==> src/rtl/drive_pkg.sv <==
// Shared drive-mode types: vehicle state encoding and command byte bit positions.
// Also used by the autonomous-mode blocks, so keep the encodings stable.
package drive_pkg;

  typedef enum logic [1:0] {
    OFF    = 2'd0,
    IDLE   = 2'd1,
    START  = 2'd2,
    MOVING = 2'd3
  } drive_state_t;

  localparam int CMD_FWD   = 0;
  localparam int CMD_BACK  = 1;
  localparam int CMD_LEFT  = 2;
  localparam int CMD_RIGHT = 3;

endpackage

==> src/rtl/cmd_tx_sched.sv <==
// Command byte scheduler: offers a byte on change, on keep-alive expiry or on power-up,
// and holds it stable on the valid/ready handshake until the UART takes it.
module cmd_tx_sched #(
  parameter int REFRESH_CYCLES = 10_000_000
) (
  input  logic       sys_clk,
  input  logic       rst,
  input  logic       link_up,
  input  logic [7:0] cmd_byte,
  input  logic       cmd_ready,
  output logic       cmd_valid,
  output logic [7:0] cmd_data
);

  localparam int RW = $clog2(REFRESH_CYCLES + 1);
  localparam logic [RW-1:0] REFRESH_TC = RW'(REFRESH_CYCLES);

  logic [RW-1:0] refresh_cnt;
  logic [7:0]    last_sent;
  logic          link_q;
  logic          announce_pend;
  logic          link_rise;
  logic          send_req;
  logic          offer;

  // Leaving OFF announces the vehicle even if the byte itself did not change.
  assign link_rise = link_up & ~link_q;
  assign send_req  = (cmd_byte != last_sent) | (refresh_cnt == REFRESH_TC) |
                     announce_pend | link_rise;
  assign offer     = ~cmd_valid & send_req;

  always_ff @(posedge sys_clk or negedge rst) begin
    if (!rst) begin
      cmd_valid     <= 1'b0;
      cmd_data      <= 8'h00;
      last_sent     <= 8'h00;
      refresh_cnt   <= '0;
      link_q        <= 1'b0;
      announce_pend <= 1'b0;
    end else begin
      link_q <= link_up;
      if (cmd_valid && cmd_ready) begin
        cmd_valid     <= 1'b0;
        last_sent     <= cmd_data;
        refresh_cnt   <= '0;
        announce_pend <= announce_pend | link_rise;
      end else begin
        if (refresh_cnt != REFRESH_TC)
          refresh_cnt <= refresh_cnt + RW'(1);
        announce_pend <= offer ? 1'b0 : (announce_pend | link_rise);
        if (offer) begin
          cmd_valid <= 1'b1;
          cmd_data  <= cmd_byte;
        end
      end
    end
  end

endmodule

==> src/rtl/manual_drive_ctrl.sv <==
// Manual-mode driving controller: power/start/move rules from the board switches,
// command byte generation towards the UART TX path, and the mileage counter.
//
// state  | meaning
// OFF    | vehicle powered down, waiting for a held power_on
// IDLE   | powered, engine idling, no gear engaged
// START  | clutch in with throttle, ready to pull away
// MOVING | driving forward or in reverse, mileage accumulating
module manual_drive_ctrl
  import drive_pkg::*;
#(
  parameter int CLK_HZ         = 100_000_000,
  parameter int PWR_ON_CYCLES  = 100_000_000,
  parameter int REFRESH_CYCLES = 10_000_000,
  parameter int MILE_CYCLES    = 100_000_000,
  parameter int MILE_W         = 16
) (
  input  logic              sys_clk,
  input  logic              rst,
  input  logic              power_on,
  input  logic              power_off,
  input  logic              throttle,
  input  logic              clutch,
  input  logic              brake,
  input  logic              reverse_sw,
  input  logic              turn_left,
  input  logic              turn_right,
  input  logic              cmd_ready,
  output logic              cmd_valid,
  output logic [7:0]        cmd_data,
  output logic [1:0]        drive_state,
  output logic [MILE_W-1:0] mileage
);

  localparam int PW = $clog2(PWR_ON_CYCLES + 1);
  localparam int MW = $clog2(MILE_CYCLES + 1);

  drive_state_t  state_q;
  drive_state_t  state_d;
  logic [PW-1:0] pwr_cnt;
  logic [MW-1:0] mile_cnt;
  logic          reverse_q;
  logic          pwr_tc;
  logic          rev_violation;
  logic [7:0]    cmd_byte;

  assign pwr_tc        = power_on && (pwr_cnt == PW'(PWR_ON_CYCLES - 1));
  // Shifting gear while driving without the clutch stalls the engine.
  assign rev_violation = (state_q == MOVING) && !clutch && (reverse_sw != reverse_q);

  always_ff @(posedge sys_clk or negedge rst) begin
    if (!rst) state_q <= OFF;
    else      state_q <= state_d;
  end

  always_comb begin
    state_d = state_q;
    if (power_off)                     state_d = OFF;
    else if (rev_violation)            state_d = OFF;
    else if (brake && state_q != OFF)  state_d = IDLE;
    else begin
      case (state_q)
        OFF:     if (pwr_tc) state_d = IDLE;
        IDLE:    if (throttle && clutch) state_d = START;
                 else if (throttle)      state_d = OFF;
        START:   if (throttle && !clutch) state_d = MOVING;
        MOVING:  if (clutch || !throttle) state_d = START;
        default: state_d = OFF;
      endcase
    end
  end

  always_comb begin
    cmd_byte            = 8'h00;
    cmd_byte[CMD_FWD]   = (state_q == MOVING) && !reverse_sw;
    cmd_byte[CMD_BACK]  = (state_q == MOVING) && reverse_sw;
    cmd_byte[CMD_LEFT]  = turn_left && !turn_right && (state_q != OFF);
    cmd_byte[CMD_RIGHT] = turn_right && !turn_left && (state_q != OFF);
    drive_state         = state_q;
  end

  always_ff @(posedge sys_clk or negedge rst) begin
    if (!rst) begin
      reverse_q <= 1'b0;
      pwr_cnt   <= '0;
      mile_cnt  <= '0;
      mileage   <= '0;
    end else begin
      reverse_q <= reverse_sw;
      if (state_q == OFF && power_on && !power_off && !pwr_tc)
        pwr_cnt <= pwr_cnt + PW'(1);
      else
        pwr_cnt <= '0;
      // Partial distance is kept across stops so short hops still add up.
      if (state_q == MOVING) begin
        if (mile_cnt == MW'(MILE_CYCLES - 1)) begin
          mile_cnt <= '0;
          if (mileage != '1) mileage <= mileage + MILE_W'(1);
        end else begin
          mile_cnt <= mile_cnt + MW'(1);
        end
      end
    end
  end

  cmd_tx_sched #(
    .REFRESH_CYCLES(REFRESH_CYCLES)
  ) u_cmd_tx_sched (
    .sys_clk   (sys_clk),
    .rst       (rst),
    .link_up   (state_q != OFF),
    .cmd_byte  (cmd_byte),
    .cmd_ready (cmd_ready),
    .cmd_valid (cmd_valid),
    .cmd_data  (cmd_data)
  );

endmodule

==> config.mk <==
export PLATFORM = sky130hd
export DESIGN_NAME = manual_drive_ctrl
export DESIGN_NICKNAME = d
export VERILOG_FILES = /design/src/rtl/drive_pkg.sv /design/src/rtl/cmd_tx_sched.sv /design/src/rtl/manual_drive_ctrl.sv
export SDC_FILE = /design/constraint.sdc
export NUM_CORES = 1
export LEC_CHECK = 0
export ABC_AREA = 1
export BUFFER_PORTS_ARGS = -buffer_cell sky130_fd_sc_hd__buf_2
export CAP_MARGIN = 40
export CORE_MARGIN = 8
export CORE_UTILIZATION = 40
export CTS_CLUSTER_SIZE = 16
export DETAILED_ROUTE_END_ITERATION = 8
export SLEW_MARGIN = 10
export SYNTH_ARGS = -nofsm -noshare
export SYNTH_HDL_FRONTEND = slang
export SYNTH_HIERARCHICAL = 1
export SYNTH_SLANG_ARGS = --single-unit
==> constraint.sdc <==
create_clock -name sys_clk -period 3.3 [get_ports sys_clk]
set_input_delay 0.495 -clock sys_clk [delete_from_list [all_inputs] [get_ports sys_clk]]
set_output_delay 0.495 -clock sys_clk [all_outputs]
set_load 0.01 [all_outputs]
-- Word-level counts from Yosys, hierarchy flattened
Index checks and enable logic that the tools add are counted.
Widths: inputs -> output; s select.
- input port bits: 11
- flip-flop bits (word level): 108
- add/subtract/negate cells: 4
- muxes and demuxes: 17
- equality and inequality tests: 14
- reduce and logical (&&, ||, !) cells: 31
- bitwise operators: 9
- operator list (kind ; number):
    $add 27x1->27 const B ; 2
    $eq 27x27->1 const B ; 2
    $mux 27 ; 2
    $mux 24 ; 2
    $add 24x1->24 const B ; 1
    $eq 24x24->1 const B ; 1
    $ne 24x24->1 const B ; 1
    $add 16x1->16 const B ; 1
    $logic_and 1x1->1 ; 16
    $mux 2 ; 8
    $ne 16x16->1 const B ; 1
    $ne 5x5->1 const B ; 3
    $pmux 2 s4 ; 1
    $logic_not 1->1 ; 7
    $ne 6x6->1 const B ; 1
    $reduce_bool 2->1 ; 3
    $eq 2x2->1 const B ; 2
    $mux 1 ; 4
    $ne 4x4->1 ; 1
    $or 1x1->1 ; 4
    $reduce_and 4->1 ; 1
    $not 1->1 ; 3
    $reduce_and 3->1 ; 1
    $and 1x1->1 ; 2
    other kinds (5) ; 5

-- Longest topological paths before layout
- word-level depth: 10
- mapped depth: 12
- mapped depth without buffers: 12

-- Hierarchy
The synthesis kept the hierarchy.
- by module, submodules not included (module ; sequential area each (µm²) ; area each (µm²) ; cells an instance ; times used):
    manual_drive_ctrl ; 1826.8 ; 4695.8 ; 695 ; 1
    cmd_tx_sched ; 1076.0 ; 2313.5 ; 307 ; 1

-- Worst setup path before layout
Ideal clock, no wire load.
- path kind: reg2reg
- from: register state_q[0], in the netlist drive_state[0]
- to: register u_cmd_tx_sched.cmd_valid
- data arrival time: 1762 ps
- clock period less this slack: 1896 ps
- buffers on the path: 2
- required time: 3166 ps
- cell stages (with the launch flop): 11
- path slack: 1404 ps
- path through: dfrtp_1 nand2_1 buf_2 buf_1 nor2_1 nand2_1 nand4_1 nor2_1 nand3_4 nand2_4 o21ai_0
- word-level cells in the longest chain between the ends: 8
- elaborated cells on any way between the ends: 13
- those cells by class: eq/ne (2); bitwise (5); reduce/logical (6)
- ends and longest elaborated chain (item ; RTL line ; text):
    from (decl) ; manual_drive_ctrl.sv:38 ; drive_state_t state_q;
    from (signal assigned) ; manual_drive_ctrl.sv:53 ; else state_q <= state_d;
    $eq 2x2->1 ; manual_drive_ctrl.sv:76 ; cmd_byte[CMD_BACK] = (state_q == MOVING) && reverse_sw;
    $logic_and 1x1->1 ; manual_drive_ctrl.sv:76 ;
    net cmd_byte[1] ; manual_drive_ctrl.sv:45 ; logic [7:0] cmd_byte;
    $ne 4x4->1 ; cmd_tx_sched.sv:28 ; assign send_req = (cmd_byte != last_sent) | (refresh_cnt == REFRESH_TC) |
    $or 1x1->1 (2 in a row) ; cmd_tx_sched.sv:28 ;
    $or 1x1->1 ; cmd_tx_sched.sv:29 ; announce_pend | link_rise;
    $and 1x1->1 ; cmd_tx_sched.sv:30 ; assign offer = ~cmd_valid & send_req;
    $reduce_bool 2->1 (no source line) ; - ;
    to (signal assigned) ; cmd_tx_sched.sv:34 ; cmd_valid <= 1'b0;
    to (signal assigned) ; cmd_tx_sched.sv:43 ; cmd_valid <= 1'b0;
    to (signal assigned) ; cmd_tx_sched.sv:52 ; cmd_valid <= 1'b1;
    to (decl) ; cmd_tx_sched.sv:11 ; output logic cmd_valid,
The timed path passes the listed nets, and every way through them passes these cells.
A chain may end at the register's enable or synchronous reset.

-- Worst setup path after layout
- from: register mile_cnt[1]
- to: register mileage[4]
- word-level cells in the longest chain between the ends: 2
- ends and longest elaborated chain (item ; RTL line ; text):
    from (decl) ; manual_drive_ctrl.sv:41 ; logic [MW-1:0] mile_cnt;
    from (signal assigned) ; manual_drive_ctrl.sv:100 ; mile_cnt <= mile_cnt + MW'(1);
    $eq 27x27->1 ; manual_drive_ctrl.sv:96 ; if (mile_cnt == MW'(MILE_CYCLES - 1)) begin
    $reduce_and 3->1 (no source line) ; - ;
    to (signal assigned) ; manual_drive_ctrl.sv:98 ; if (mileage != '1) mileage <= mileage + MILE_W'(1);
    to (decl) ; manual_drive_ctrl.sv:32 ; output logic [MILE_W-1:0] mileage
No other way between the ends.

==> metrics.txt <==
post-route setup slack=1.12 ns; GR Layer Usage met1=0.226; Seq pwr share=0.406; GRT Max-Usage Layer=met2; Yosys top cell area share=0.414; grt ovf=0; Worst VDD drop=342 uV; Async SR Flop Fraction=1.00; first-pass GRT wire length=29100 um; Die Area=22000 um^2; number of enable flip-flop cells after synthesis=0; Static Leak=3.68 nW; area leader, netlist=dfrtp_1; clock power share=0.454; Max Root-Sink Buffers=2; Tcrit/Tclk final=0.660; Routed wire per std cell=13.1 um; final hold vios=0; Reg-to-Reg Start=mile_cnt[1]; Core ar.=17200 um^2; largest net degree at the start of global routing=45; proportion of power drawn by combinational gates=0.140; Multi-input gate area=3550 um^2; Initial Util=0.407; number of max-cap violations=0; Via Count=6270; Req. time, crit path=3.58 ns; TritonCTS Sinks=116; Core Rows=48; Final min period=2.18 ns; DRT Pass-1 Iters=6; Layout Nets=1070; IO buf count=37; Max FO, Critical Path=29; WHS=0.0783 ns; Area contributors post-synth=dfrtp_1, nand2_1, nor2_1; Arr. time, crit path=2.46 ns; Clock Pin Slew Worst Setup and Hold Paths=0.05 ns; Clock Skews=0.0106 ns; most frequent cell after synthesis=nand2_1; critical path class=reg2reg; CTS tree=done; Layout fillers=1694; vias per cell=4.85; Synth Instances=1002; share of layout cells above drive strength 1=0.110; Hold Crit Class=in2async; GRT met2 Usage=0.242; top_reg_cell synth=dfrtp_1; Slew headroom=0.539; CP startpoint kind=register; sequential share of the synthesized area=0.414; clk_lat worst skew=0.42 ns; setup_tns=0 ns; total CTS buffers=17; post-place setup slack=1.11 ns; Worst Tran Pin Value=0.691 ns; status=finished, final reports clean; Die Ht=148 um; Slew Limit Fails=0; Sw Ratio=0.280; vias in the first global route=5906; Area growth syn-to-layout=14.9%; CTS root buffer=clkbuf_16; Remaining DRCs=0; yosys warns=6; total chip power=4.11 mW; Psw=1.15 mW; Post-CTS Hold Buffers=0; flop2flop setup slack=1.12 ns; Pint=2.96 mW; final setup fails=0; crit end category=register; Pwr per Cell Area=511 nW/um^2; post-layout util=0.467; H-tree depth=4; Reg2Reg Depth=10; met3 usage in global routing=0.0304; I/O pin count=38; Distinct cells, synth=40; final wirelength=16900 um; gr usage total=0.162; Synth top cells by count=nand2_1, nor2_1, inv_1; cell area after synthesis=7010 um^2; post-CTS sizing=0; RePlAce Congestion=0.905; DIE WIDTH=148 um; Antenna Cells=0; FF-to-FF End=mileage[4]; Reg area=2900 um^2; DRT iter0 DRCs=486; post-CTS setup buffers=0; post-route ant nets=0; RSZ-0062 raised after global routing=no; FMAX=459 MHz; syn_area_per_cell=7.00 um^2; DP HPWL=12500 um; Synth Register Bits=116; initial antenna violation count=0
## registers in the layout, indices dropped and copies added (netlist names)
signal / cells
drive_state: 2
mile_cnt: 27
reverse_q: 1
u_cmd_tx_sched/link_q: 1
u_cmd_tx_sched/cmd_data: 8
u_cmd_tx_sched/announce_pend: 1
mileage: 16
u_cmd_tx_sched/last_sent: 8
u_cmd_tx_sched/refresh_cnt: 24
pwr_cnt: 27
u_cmd_tx_sched/cmd_valid: 1
## how the worst max path moves through the flow
stage,slack [ns],to,cells past startpoint,start
after CTS,1.10,mileage[2],10,mile_cnt[1]
after global routing,0.90,mileage[2],10,mile_cnt[1]
after floorplan,1.40,u_cmd_tx_sched/cmd_valid,10,drive_state[0]
after global placement,1.22,mileage[2],6,drive_state[0]
final,1.12,mileage[4],10,mile_cnt[1]
after detailed placement,1.11,mileage[2],10,mile_cnt[1]
## per-layer routing
metal,up-vias,share of wire
met3,28,0.038
met5,-,0
met2,140,0.44
met4,0,0.021
met1,2857,0.50
li1,3245,-
## kinds of logic (layout without fill, tap and decap cells)
logic type | count (synthesis) | after routing | synth area share
AOI/OAI and AO/OA | 55 | 55 | 0.0452
and+or+nand+nor | 642 | 642 | 0.400
adders and majority gates | 5 | 5 | 0.00893
DFF | 116 | 116 | 0.414
other | 1 | 9 | 0.000535
buffers and inverters | 145 | 202 | 0.0835
xor gates and xnor gates | 38 | 38 | 0.0475
## cell type report
class | count | area share
clock buffer | 23 | 0.0581
clock inverter | 9 | 0.0158
inverter | 128 | 0.0604
multi-input combinational | 749 | 0.441
sequential | 116 | 0.360
tap | 225 | 0.0349
timing repair buffer | 42 | 0.0295
## power by group through the flow
stage | Sequential (mW) | Clock (mW) | Combinational [mW]
after floorplan | 1.68 | 0 | 0.387
after global placement | 1.69 | 0 | 0.576
after detailed placement | 1.69 | 0 | 0.585
after CTS | 1.67 | 1.91 | 0.587
after global routing | 1.69 | 1.96 | 0.667
final | 1.67 | 1.87 | 0.576
## worst max-delay path, cell delays in order (launching register included)
cell and delay (ns):
dfrtp_1 0.36, ha_1 0.26, nand3_1 0.16, inv_2 0.09, nand2_2 0.06, clkinv_2 0.07, nand2_2 0.06, nor2_4 0.10
nand3_2 0.53, nand2_1 0.25, o21ai_2 0.08
## cells in the final DEF (no fill, tap or decap), types with 4 or more instances in the layout
| cell | count |
|---|---|
| o21ai_0 | 22 |
| nand2_1 | 294 |
| xor2_1 | 22 |
| nand3_1 | 72 |
| nand2_2 | 12 |
| nor2_2 | 5 |
| nor2_1 | 176 |
| dfrtp_1 | 116 |
| nor3_1 | 32 |
| conb_1 | 9 |
| o21ai_1 | 4 |
| nor2_4 | 4 |
| nand3_2 | 4 |
| a21oi_1 | 17 |
| clkbuf_16 | 17 |
| o21ai_2 | 10 |
| nand3b_1 | 4 |
| buf_4 | 5 |
| ha_1 | 5 |
| nand4_1 | 27 |
| inv_1 | 125 |
| xnor2_1 | 16 |
| buf_2 | 36 |
| clkinv_2 | 4 |
| clkbuf_1 | 4 |
## metrics by stage
step / area [um^2] / instances
2_1_floorplan: 7040 / 1010
3_3_place_gp: 7460 / 1260
3_5_place_dp: 7460 / 1260
4_1_cts: 8060 / 1292
5_1_grt: 8060 / 1292
6_report: 8060 / 1292
(Power assumes the default switching activity.)
